### config.mk
export PLATFORM = sky130hd
export DESIGN_NAME = xor_fold_sched_flat
export DESIGN_NICKNAME = d
export VERILOG_FILES = /design/src/rtl/xor_fold_sched_if.sv /design/src/rtl/xor_fold_sched.sv /design/src/flat_wrapper.sv
export SDC_FILE = /design/constraint.sdc
export NUM_CORES = 1
export LEC_CHECK = 0
export ABC_AREA = 0
export CAP_MARGIN = 5
export CORE_MARGIN = 2
export CORE_UTILIZATION = 44
export DETAILED_ROUTE_END_ITERATION = 7
export PLACE_DENSITY = 0.75
export REMOVE_ABC_BUFFERS = 1
export SYNTH_ARGS = -nofsm -noshare
export SYNTH_HDL_FRONTEND = slang
export SYNTH_SLANG_ARGS = --single-unit
### constraint.sdc
create_clock -name clk -period 1.4 [get_ports clk]
set_input_delay 0.28 -clock clk [delete_from_list [all_inputs] [get_ports clk]]
set_output_delay 0.28 -clock clk [all_outputs]
set_load 0.02 [all_outputs]
### src/rtl/xor_fold_sched_if.sv
// Word-in / result-out valid/ready bundle for xor_fold_sched.
// The slave modport is the folding block. The master modport is the producer and consumer side.
interface xor_fold_sched_if #(
  parameter int WIDTH = 8
);
  logic             in_valid;
  logic [WIDTH-1:0] in_data;
  logic             in_ready;
  logic             out_valid;
  logic [WIDTH-1:0] out_data;
  logic             out_ready;

  modport slave (
    input  in_valid, in_data, out_ready,
    output in_ready, out_valid, out_data
  );

  modport master (
    output in_valid, in_data, out_ready,
    input  in_ready, out_valid, out_data
  );
endinterface

### src/rtl/xor_fold_sched.sv
// Sequential XOR fold of up to MAX_WORDS words through a single WIDTH-bit XOR.
// Define XOR_FOLD_SCHED_ABORT_EN to add the abort_i input, which drops the frame in flight.
//
// state | meaning
// IDLE  | waiting for start_i; len_i is sampled together with start_i
// ACCUM | accepting words and folding each one into acc_q
// DONE  | holding the result on out_data until out_ready
module xor_fold_sched #(
  parameter int WIDTH     = 8,
  parameter int MAX_WORDS = 8,
  parameter int LEN_W     = 4
) (
  input  logic             clk,
  input  logic             rst_n,
  input  logic             start_i,
  input  logic [LEN_W-1:0] len_i,
`ifdef XOR_FOLD_SCHED_ABORT_EN
  input  logic             abort_i,
`endif
  output logic             busy_o,
  output logic [LEN_W-1:0] count_o,
  xor_fold_sched_if.slave  bus
);

  typedef enum logic [1:0] {IDLE, ACCUM, DONE} state_t;

  localparam logic [LEN_W-1:0] MAX_LEN = LEN_W'(MAX_WORDS);

  state_t           state_q;
  logic [WIDTH-1:0] acc_q;
  logic [LEN_W-1:0] rem_q;
  logic             busy_q;
  logic             in_ready_q;
  logic             out_valid_q;
  logic [WIDTH-1:0] out_data_q;

  logic [LEN_W-1:0] len_clamp_d;
  logic [WIDTH-1:0] acc_d;
  logic             abort_w;

`ifdef XOR_FOLD_SCHED_ABORT_EN
  assign abort_w = abort_i;
`else
  assign abort_w = 1'b0;
`endif

  assign len_clamp_d = (len_i > MAX_LEN) ? MAX_LEN : len_i;
  assign acc_d       = acc_q ^ bus.in_data;

  always_ff @(posedge clk or negedge rst_n) begin
    if (!rst_n) begin
      state_q     <= IDLE;
      acc_q       <= '0;
      rem_q       <= '0;
      busy_q      <= 1'b0;
      in_ready_q  <= 1'b0;
      out_valid_q <= 1'b0;
      out_data_q  <= '0;
    end else begin
      case (state_q)
        IDLE: begin
          if (start_i) begin
            acc_q  <= '0;
            rem_q  <= len_clamp_d;
            busy_q <= 1'b1;
            if (len_clamp_d != '0) begin
              state_q    <= ACCUM;
              in_ready_q <= 1'b1;
            end else begin
              // An empty frame still produces a result, which is zero.
              state_q     <= DONE;
              out_valid_q <= 1'b1;
              out_data_q  <= '0;
            end
          end
        end
        ACCUM: begin
          if (abort_w) begin
            state_q    <= IDLE;
            acc_q      <= '0;
            rem_q      <= '0;
            busy_q     <= 1'b0;
            in_ready_q <= 1'b0;
          end else if (bus.in_valid) begin
            acc_q <= acc_d;
            rem_q <= rem_q - 1'b1;
            if (rem_q == LEN_W'(1)) begin
              state_q     <= DONE;
              in_ready_q  <= 1'b0;
              out_valid_q <= 1'b1;
              out_data_q  <= acc_d;
            end
          end
        end
        DONE: begin
          if (abort_w || bus.out_ready) begin
            state_q     <= IDLE;
            busy_q      <= 1'b0;
            out_valid_q <= 1'b0;
            if (abort_w) begin
              acc_q <= '0;
              rem_q <= '0;
            end
          end
        end
        default: begin
          state_q     <= IDLE;
          busy_q      <= 1'b0;
          in_ready_q  <= 1'b0;
          out_valid_q <= 1'b0;
        end
      endcase
    end
  end

  // rem_q is non-zero only in ACCUM, so it can drive COUNT directly.
  assign count_o       = rem_q;
  assign busy_o        = busy_q;
  assign bus.in_ready  = in_ready_q;
  assign bus.out_valid = out_valid_q;
  assign bus.out_data  = out_data_q;

endmodule

### src/flat_wrapper.sv
// flat-port wrapper written by rule: the top's interface ports become plain ports
module xor_fold_sched_flat 
#(
  parameter int WIDTH     = 8,
  parameter int MAX_WORDS = 8,
  parameter int LEN_W     = 4
)
  (clk, rst_n, start_i, len_i, busy_o, count_o, bus_in_valid, bus_in_data, bus_out_ready, bus_in_ready, bus_out_valid, bus_out_data);
  xor_fold_sched_if #(.WIDTH(WIDTH)) bus_i ();
  input  logic clk;
  input  logic rst_n;
  input  logic start_i;
  input  logic [LEN_W-1:0] len_i;
  output logic busy_o;
  output logic [LEN_W-1:0] count_o;
  input wire logic [$bits(bus_i.in_valid)-1:0] bus_in_valid;
  input wire logic [$bits(bus_i.in_data)-1:0] bus_in_data;
  input wire logic [$bits(bus_i.out_ready)-1:0] bus_out_ready;
  output wire logic [$bits(bus_i.in_ready)-1:0] bus_in_ready;
  output wire logic [$bits(bus_i.out_valid)-1:0] bus_out_valid;
  output wire logic [$bits(bus_i.out_data)-1:0] bus_out_data;
  assign bus_i.in_valid = bus_in_valid;
  assign bus_i.in_data = bus_in_data;
  assign bus_i.out_ready = bus_out_ready;
  assign bus_in_ready = bus_i.in_ready;
  assign bus_out_valid = bus_i.out_valid;
  assign bus_out_data = bus_i.out_data;
  xor_fold_sched #(.WIDTH(WIDTH), .MAX_WORDS(MAX_WORDS), .LEN_W(LEN_W)) u_core (.clk(clk), .rst_n(rst_n), .start_i(start_i), .len_i(len_i), .busy_o(busy_o), .count_o(count_o), .bus(bus_i));
endmodule
==> results of run 1 <==
-- worst min-delay path by stage --
stage / endpoint / cells past startpoint
4_1_cts: u_core.acc_q[4]$_DFFE_PN0P_ / 2
5_1_grt: u_core.bus.out_data[7]$_DFFE_PN0P_ / 2
3_3_place_gp: u_core.bus.out_data[2]$_DFFE_PN0P_ / 1
3_5_place_dp: u_core.bus.out_data[5]$_DFFE_PN0P_ / 1
2_1_floorplan: u_core.acc_q[0]$_DFFE_PN0P_ / 0
6_report: u_core.state_q[0]$_DFFE_PN0P_ / 2
-- flip-flops by register name (all words and copies together), names as in the netlist --
name	cells
u_core.bus.out_data	8
u_core.acc_q	8
u_core.bus.out_valid	1
u_core.count_o	4
u_core.bus.in_ready	1
u_core.state_q	2
u_core.busy_o	1
-- cells by family after synthesis --
logic type / share of synthesized area [%]
AO/OA/AOI/OAI: 26.47
XOR/XNOR: 5.293
flip-flops: 47.26
multiplexers: 2.363
buffers and inverters: 4.063
adder cells (fa/ha/maj): 1.890
AND/OR/NAND/NOR: 12.67
-- area by class of cell --
| cell class | instances | area share [%] |
|---|---|---|
| Clock buffer | 3 | 1.195 |
| Clock inverter | 1 | 0.2656 |
| Inverter | 6 | 1.195 |
| Multi-Input combinational cell | 87 | 40.77 |
| Sequential cell | 25 | 33.40 |
| Tap cell | 31 | 2.058 |
| Timing Repair Buffer | 46 | 21.12 |
-- critical path, cell delays in order --
cell and delay [ns]:
clkdlybuf4s50_1 0.42, or4_4 0.56, o2bb2a_4 0.26, o2bb2ai_2 0.13
-- through the flow --
stage	hold WS (ns)	util (%)
after floorplan	-0.01559	-
after global placement	0.4766	62.27
after detailed placement	0.4811	62.27
after CTS	0.3177	63.60
after global routing	0.3153	67.17
final	0.2918	67.17
-- what timing repair did --
| item | 4_1_cts | 5_1_grt |
|---|---|---|
| pin swaps | 1 | 4 |
| buffers inserted | 0 | 1 |
| cloned | 1 | 0 |
| gates resized for setup | 24 | 28 |
| endpoints found under the setup margin | 25 | 27 |
-- power groups by stage --
stage | Sequential (mW) | Combinational [mW] | Clock [mW]
after floorplan | 1.59 | 0.817 | 0
after global placement | 1.34 | 1.87 | 0
after detailed placement | 1.35 | 1.91 | 0
after CTS | 1.34 | 1.80 | 0.335
after global routing | 1.42 | 2.14 | 0.376
final | 1.38 | 1.98 | 0.338
-- synthesized netlist by cell type, drive strengths merged (2+ instances only) --
cell type and n:
a211oi 3, inv 6, o2bb2ai 16, nor2 2, ha 2, dfrtp 25
clkbuf 4, buf 2, nor3b 3, o211ai 8, nand2b 9, mux2i 2
o21ai 4, nand2 6, o22ai 2, xnor2 8, a21oi 7
-- layer usage --
layer	wire (um)	vias to the layer above	global-route usage (%)
li1	-	548	-
met1	1527	591	27.70
met5	0	-	0
met3	183	4	3.516
met2	1677	36	33.17
met4	25	0	6.818
==> run summary, run 1 <==
Status: finished, violations left
Violated checks: DRC, setup timing
CP Launch Type: input pin
Critical register-to-register path endpoint: u_core.bus.out_data[1]$_DFFE_PN0P_
Type of the worst setup path: input pin to flop
Vias: 1,179
Gp weighted congestion: 0.7988
Most common cell after layout, fill and taps aside: dfrtp_1
R2R cell count: 5
CTS sink cnt: 25
Htree depth: 1
All-Layer GR Usage: 20.42%
Placed cell area: 0.001747 mm2
Tmin final: 1.442 ns
Io pins: 32
Register share of total power: 37.3%
Initial DRC count: 44
Internal power: 2.159 mW
Die width: 58.85 um
Die area: 0.003463 mm2
Ranking of synthesized cells by area: dfrtp_1, o2bb2ai_1, xnor2_1, o211ai_1, nand2b_1
Die H: 58.85 um
Crit path capture type: flop
DP HPWL: 2333 um
DRC Markers: 3
Clock Skew: 0.02573 ns
Post-Syn Instances: 123
Share of layout cells above drive strength 1: 27.98%
Final Power: 3.702 mW
Antenna violations before repair: 0
Synth top area share: 47.26%
CTS Buf Count: 3
TNS Setup: -0.1381 ns
Reg2Reg Launch Point: u_core.count_o[1]$_DFFE_PN0P_
RSZ-0062 raised after global routing: true
FP Rows: 19
Synthesis-to-finish area growth: 42.34%
Final hold vios: 0
Mapped Area: 0.001324 mm2
Final worst-path cycle share: 103.0%
HP Class: input pin to asynchronous set/reset pin
Avg Cell Area, Syn: 10.76 um2
Reg clk slew, reported paths: 0.16 ns
CTS tree: yes
Final WS setup: -0.04204 ns
Psw: 1.542 mW
Final WL: 3413 um
Vias in the first global route: 1,149
Most frequent cells in the layout: dfrtp_1, clkdlybuf4s50_1, buf_4, o2bb2ai_1
Initial Utilization: 47.19%
Worst slew margin: 72.27%
Cell Pwr Density: 1964 mW/mm2
CP Capture Point: u_core.bus.out_data[1]$_DFFE_PN0P_
Final instance area: 0.001884 mm2
Worst Path Required: 1.61 ns
Post-synth top flop: dfrtp_1
Ys async rst share: 100.0%
Max FO, Critical Path: 5
Largest net degree at the start of global routing: 26
Sw frac: 41.67%
Maxcap violations: 0
CP Launch Point: len_i[1]
Max IR drop VDD: 0.001142 V
Clock Latency Late Sink: 0.33 ns
F_max: 0.6935 GHz
Data arrival, critical path: 1.65 ns
Combinational share of power: 53.6%
Final #Nets: 188
Power share of the clock group: 9.1%
Number of flops mapped to enable cells by yosys: 0
Core ar.: 0.002805 mm2
Ant diodes: 0
Fin cells: 199
Setup WS pre-CTS: -0.3934 ns
Reg2Reg Setup Slack: -0.02 ns
Vias per cell: 5.925
Max Slew Vio Count: 0
Seq/Total Area, Yosys: 47.26%
Buffers on Ports: 31
Sequential cell area: 629.4 um2
Placed cell count: 193
Worst-margin pin slew: 0.4155 ns
Cell accounting for the most synthesized area: dfrtp_1
Global-route wire length before repair: 5340 um
Drt pass-1 iters: 8
Filler Cell Count: 238
Yosys cell types: 32
Clock Path Buffers: 2
Pleak: 0.7837 nW
DR WL/cell: 17.15 um
Warning count from the yosys run: 0
Hold Buf Count CTS: 0
Seq cells post-synth: 25
Routed Antenna Nets: 0
Total grt overflow: 0
Final setup violation count: 5
CTS Root Cell: clkbuf_4
Area of the multi-input gates: 768.2 um2
(Power assumes the default switching activity.)
==> run 2: changes to the inputs <==
--- a/config.mk
+++ b/config.mk
@@ -11,6 +11,7 @@
 export CORE_UTILIZATION = 44
 export DETAILED_ROUTE_END_ITERATION = 7
 export PLACE_DENSITY = 0.75
+export RECOVER_POWER = 25
 export REMOVE_ABC_BUFFERS = 1
 export SYNTH_ARGS = -nofsm -noshare
 export SYNTH_HDL_FRONTEND = slang
==> run summary, run 2 (same netlist as run 1, synthesis figures left out) <==
Initial Utilization: 47.19%
Setup WS pre-CTS: -0.3934 ns
Clock Path Buffers: 2
Die area: 0.003463 mm2
Total grt overflow: 0
Sequential cell area: 629.4 um2
DRC Markers: 3
CTS tree: yes
Most frequent cells in the layout: dfrtp_1, clkdlybuf4s50_1, buf_4, o2bb2ai_1
Final setup violation count: 5
Vias per cell: 5.925
Pleak: 0.7833 nW
Hold EP: u_core.count_o[0]$_DFFE_PN0P_
Synthesis-to-finish area growth: 42.15%
Htree depth: 1
Gp weighted congestion: 0.7988
Clock Skew: 0.02573 ns
Placed cell count: 193
Status: finished, violations left
F_max: 0.6935 GHz
Max FO, Critical Path: 5
FP Rows: 19
Vias in the first global route: 1,149
R2R cell count: 5
Critical register-to-register path endpoint: u_core.bus.out_data[1]$_DFFE_PN0P_
Die H: 58.85 um
Final worst-path cycle share: 103.0%
Ant diodes: 0
Worst-margin pin slew: 0.6220 ns
Max IR drop VDD: 0.001142 V
Routed Antenna Nets: 0
Violated checks: DRC, setup timing
Final Power: 3.700 mW
CP Launch Type: input pin
Vias: 1,179
Reg clk slew, reported paths: 0.16 ns
Worst slew margin: 58.53%
Global-route wire length before repair: 5340 um
Share of layout cells above drive strength 1: 27.98%
RSZ-0062 raised after global routing: true
CTS Buf Count: 3
Data arrival, critical path: 1.65 ns
Buffers on Ports: 31
All-Layer GR Usage: 20.42%
Io pins: 32
Crit path capture type: flop
Reg2Reg Launch Point: u_core.count_o[1]$_DFFE_PN0P_
Worst Path Required: 1.61 ns
Initial DRC count: 44
Fin cells: 199
Die width: 58.85 um
Largest net degree at the start of global routing: 26
HP Class: input pin to flop
Hold WS: 0.4502 ns
Most common cell after layout, fill and taps aside: dfrtp_1
Area of the multi-input gates: 768.2 um2
Max Slew Vio Count: 0
Hold_sp: len_i[0]
Clock Latency Late Sink: 0.33 ns
DP HPWL: 2333 um
Maxcap violations: 0
Reg2Reg Setup Slack: -0.02 ns
Final #Nets: 188
CTS sink cnt: 25
Cell Pwr Density: 1966 mW/mm2
DR WL/cell: 17.15 um
Tmin final: 1.442 ns
CTS Root Cell: clkbuf_4
Drt pass-1 iters: 8
Filler Cell Count: 237
Final hold vios: 0
Final WS setup: -0.04204 ns
Core ar.: 0.002805 mm2
WHS Path Cells: 3
Type of the worst setup path: input pin to flop
Final WL: 3412 um
Antenna violations before repair: 0
==> run 2: layer usage <==
metal / track usage [%] / share of wire [%]
met5: 0 / 0
met4: 6.818 / 0.73
met3: 3.516 / 5.4
met2: 33.17 / 49
met1: 27.70 / 45
==> run 2: worst max path at each step <==
stage / cells after the start / end / start / slack (ns)
after floorplan: 5 / u_core.bus.out_data[0]$_DFFE_PN0P_ / u_core.count_o[1]$_DFFE_PN0P_ / 0.01
after global placement: 4 / u_core.bus.out_data[7]$_DFFE_PN0P_ / len_i[0] / -0.35
after global routing: 5 / u_core.bus.out_data[6]$_DFFE_PN0P_ / u_core.count_o[1]$_DFFE_PN0P_ / -0.04
after detailed placement: 4 / u_core.bus.out_data[7]$_DFFE_PN0P_ / len_i[0] / -0.39
final: 4 / u_core.bus.out_data[1]$_DFFE_PN0P_ / len_i[1] / -0.04
after CTS: 5 / u_core.bus.out_data[1]$_DFFE_PN0P_ / u_core.count_o[1]$_DFFE_PN0P_ / -0.03
==> run 2: cell type report <==
type / count / area share [%]
clock inverters: 1 / 0.2660
clock buffers: 3 / 1.197
multi-input cells: 87 / 40.82
inverters: 6 / 1.197
well taps: 31 / 2.061
flip-flops and latches: 25 / 33.44
repair buffers: 46 / 21.01
==> run 2: power breakdown <==
group	switching (mW)	internal (mW)
Sequential	0.316	1.06
Clock	0.231	0.107
Combinational	0.995	0.986
Total	1.54	2.16
==> run 2: critical path, stage by stage <==
cell,delay (ns)
clkdlybuf4s50_1,0.42
or4_4,0.56
o2bb2a_4,0.26
o2bb2ai_2,0.13
==> run 2: per-stage QoR <==
step | utilization [%] | area (um2) | setup TNS, ns
finish | 67.08 | 1882 | -0.1381
global route | 67.08 | 1882 | -0.2475
CTS | 63.60 | 1784 | -0.1041
floorplan | - | 1292 | 0
detailed placement | 62.27 | 1747 | -6.063
global placement | 62.27 | 1747 | -5.722
==> run 2: what timing repair did <==
item | in CTS | in global routing
gates cloned | 1 | 0
hold endpoints to repair | 0 | 0
pin swaps | 1 | 4
endpoints found under the setup margin | 25 | 27
resized for setup | 24 | 28
hold buffers | 0 | 0
buffers inserted | 0 | 1
==> run 3: changes to the inputs <==
--- a/config.mk
+++ b/config.mk
@@ -5,14 +5,15 @@
 export SDC_FILE = /design/constraint.sdc
 export NUM_CORES = 1
 export LEC_CHECK = 0
-export ABC_AREA = 0
+export ABC_AREA = 1
 export CAP_MARGIN = 5
 export CORE_MARGIN = 2
-export CORE_UTILIZATION = 44
+export CORE_UTILIZATION = 49
 export DETAILED_ROUTE_END_ITERATION = 7
-export PLACE_DENSITY = 0.75
+export PLACE_DENSITY = 0.79
 export RECOVER_POWER = 25
 export REMOVE_ABC_BUFFERS = 1
+export SKIP_CTS_REPAIR_TIMING = 1
 export SYNTH_ARGS = -nofsm -noshare
 export SYNTH_HDL_FRONTEND = slang
 export SYNTH_SLANG_ARGS = --single-unit
==> constraint.sdc (replaced) <==
create_clock -name clk -period 1.33 [get_ports clk]
set_input_delay 0.266 -clock clk [delete_from_list [all_inputs] [get_ports clk]]
set_output_delay 0.266 -clock clk [all_outputs]
set_load 0.02 [all_outputs]
==> run summary, run 3 <==
Filler Cell Count: 184
Crit path buf inv count: 1
CP Depth: 1
Crit path max-delay family: flip-flops
Share of layout cells above drive strength 1: 20.10%
CTS tree: yes
Most frequent cells in the layout: nand2_1, dfrtp_1, clkdlybuf4s50_1, dlymetal6s2s_1, nor2_1
Gp weighted congestion: 0.8396
Warning count from the yosys run: 0
Clock Skew: 0.01473 ns
Buffers on Ports: 31
CTS Root Cell: clkbuf_4
Ant diodes: 0
Crit path capture type: output port
Reg clk slew, reported paths: 0.15 ns
Largest net degree at the start of global routing: 26
Final WS setup: 0.05101 ns
CP max-delay cell: dfrtp_1
Post-Syn Instances: 162
Htree depth: 1
Hold WS: 0.4511 ns
Total grt overflow: 0
Most common cell after layout, fill and taps aside: nand2_1
FP Rows: 18
Number of flops mapped to enable cells by yosys: 0
Final hold vios: 0
Top cells by count, synth: nand2_1, dfrtp_1, nor2_1
Io pins: 32
Final setup violation count: 0
CTS Buf Count: 3
F_max: 0.7819 GHz
Max Slew Vio Count: 0
Cell accounting for the most synthesized area: dfrtp_1
Die H: 56.25 um
Synth top area share: 46.77%
Die area: 0.003164 mm2
Initial DRC count: 25
HP Class: input pin to asynchronous set/reset pin
Post-synth top flop: dfrtp_1
Max IR drop VDD: 0.001507 V
Ys async rst share: 100.0%
Final WL: 3086 um
Cell Pwr Density: 2253 mW/mm2
Avg Cell Area, Syn: 8.256 um2
Worst slew margin: 59.95%
Ranking of synthesized cells by area: dfrtp_1, nand2_1, xnor2_1, nor2_1, inv_1
All-Layer GR Usage: 20.26%
Final worst-path cycle share: 96.16%
Vias per cell: 5.029
R2R cell count: 8
DR WL/cell: 12.91 um
Pleak: 1.133 nW
Setup WS pre-CTS: -0.2166 ns
Drt pass-1 iters: 4
DP HPWL: 2193 um
Clock Path Buffers: 2
Most frequent cell after synthesis: nand2_1
Vias: 1,202
Vias in the first global route: 1,106
CTS sink cnt: 25
Core ar.: 0.002522 mm2
Worst-margin pin slew: 0.6008 ns
Synthesis-to-finish area growth: 41.63%
Status: completed
RSZ-0062 raised after global routing: true
Routed Antenna Nets: 0
Max FO, Critical Path: 4
Mapped Area: 0.001338 mm2
Seq/Total Area, Yosys: 46.77%
Initial Utilization: 53.03%
Critical path's largest stage delay: 0.42 ns
Worst Path Required: 1.06 ns
Maxcap violations: 0
DRC Markers: 0
Reg2Reg Setup Slack: 0.05 ns
Yosys cell types: 23
Final #Nets: 229
Clock Latency Late Sink: 0.33 ns
Seq cells post-synth: 25
Antenna violations before repair: 0
Type of the worst setup path: flop to output port
Global-route wire length before repair: 5016 um
Die width: 56.25 um
Tmin final: 1.279 ns
Post-layout util: 75.10%
Data arrival, critical path: 1.01 ns
CP Launch Type: flop
Cell breakdown of the critical path: dlymetal6s2s_1
## run 3: cell count changes in the layout (fill, tap and decap cells not counted), sizes merged, moves of 4 or more
cell / before / now
nor2: 2 / 16
nand2: 6 / 75
clkdlybuf4s15: 4 / 0
nand2b: 9 / 0
a21oi: 7 / 1
o211ai: 8 / 0
o2bb2ai: 16 / 0
dlygate4sd2: 9 / 0
inv: 6 / 13
nand3: 0 / 10
dlymetal6s2s: 0 / 15
## run 3: logic make-up (layout without fill, tap and decap cells)
logic type | count (synthesis) | count (layout) | share of synthesized area [%]
AND/OR/NAND/NOR | 102 | 103 | 36.48
AO/OA/AOI/OAI | 9 | 9 | 3.648
adder cells (fa/ha/maj) | 2 | 2 | 1.871
buffers and inverters | 15 | 61 | 5.332
flip-flops | 25 | 25 | 46.77
XOR/XNOR | 9 | 9 | 5.894
## run 3: layout make-up
class	instances	area [um2]	share of cell area (%)
inverter	13	48.80	2.576
multi-input combinational	123	681.9	36.00
tap	30	37.54	1.982
clock buffer	3	22.52	1.189
timing repair buffer	44	467.9	24.70
clock inverter	1	7.507	0.3963
sequential	25	628.1	33.16
## run 3: routing by layer
layer  vias up  routed length [um]  GRT usage [%]
met1       563                1324          25.07
met2        29                1549          34.79
li1        602                   -              -
met4         0                  88          9.184
met3         8                 124          2.791
met5         -                   0              0
## run 3: report_power, final
group | internal (mW) | switching (mW) | total (mW)
registers | 1.03 | 0.201 | 1.23
clock network | 0.115 | 0.249 | 0.364
logic | 1.16 | 1.51 | 2.67
total | 2.30 | 1.96 | 4.27
## run 3: metrics by stage
step / instances / power, mW / TNS (ns) / cell area [um2]
after floorplan: 160 / 2.699 / 0 / 1315
after global placement: 232 / 3.648 / -2.715 / 1783
after detailed placement: 232 / 3.725 / -3.648 / 1783
after CTS: 236 / 4.090 / -4.211 / 1813
after global routing: 239 / 4.565 / -0.1300 / 1894
final: 239 / 4.268 / 0 / 1894
## run 3: path summary, 6_finish.rpt
| check | start | end |
|---|---|---|
| max in group asynchronous | rst_n | u_core.state_q[1]$_DFFE_PN0P_ |
| worst max-delay path | u_core.count_o[2]$_DFFE_PN0P_ | count_o[2] |
| worst min register to register | u_core.bus.out_data[2]$_DFFE_PN0P_ | u_core.bus.out_data[2]$_DFFE_PN0P_ |
| min in group clk | u_core.bus.out_data[2]$_DFFE_PN0P_ | u_core.bus.out_data[2]$_DFFE_PN0P_ |
| worst min-delay path | rst_n | u_core.bus.out_data[7]$_DFFE_PN0P_ |
| worst max register to register | u_core.count_o[1]$_DFFE_PN0P_ | u_core.bus.out_data[3]$_DFFE_PN0P_ |
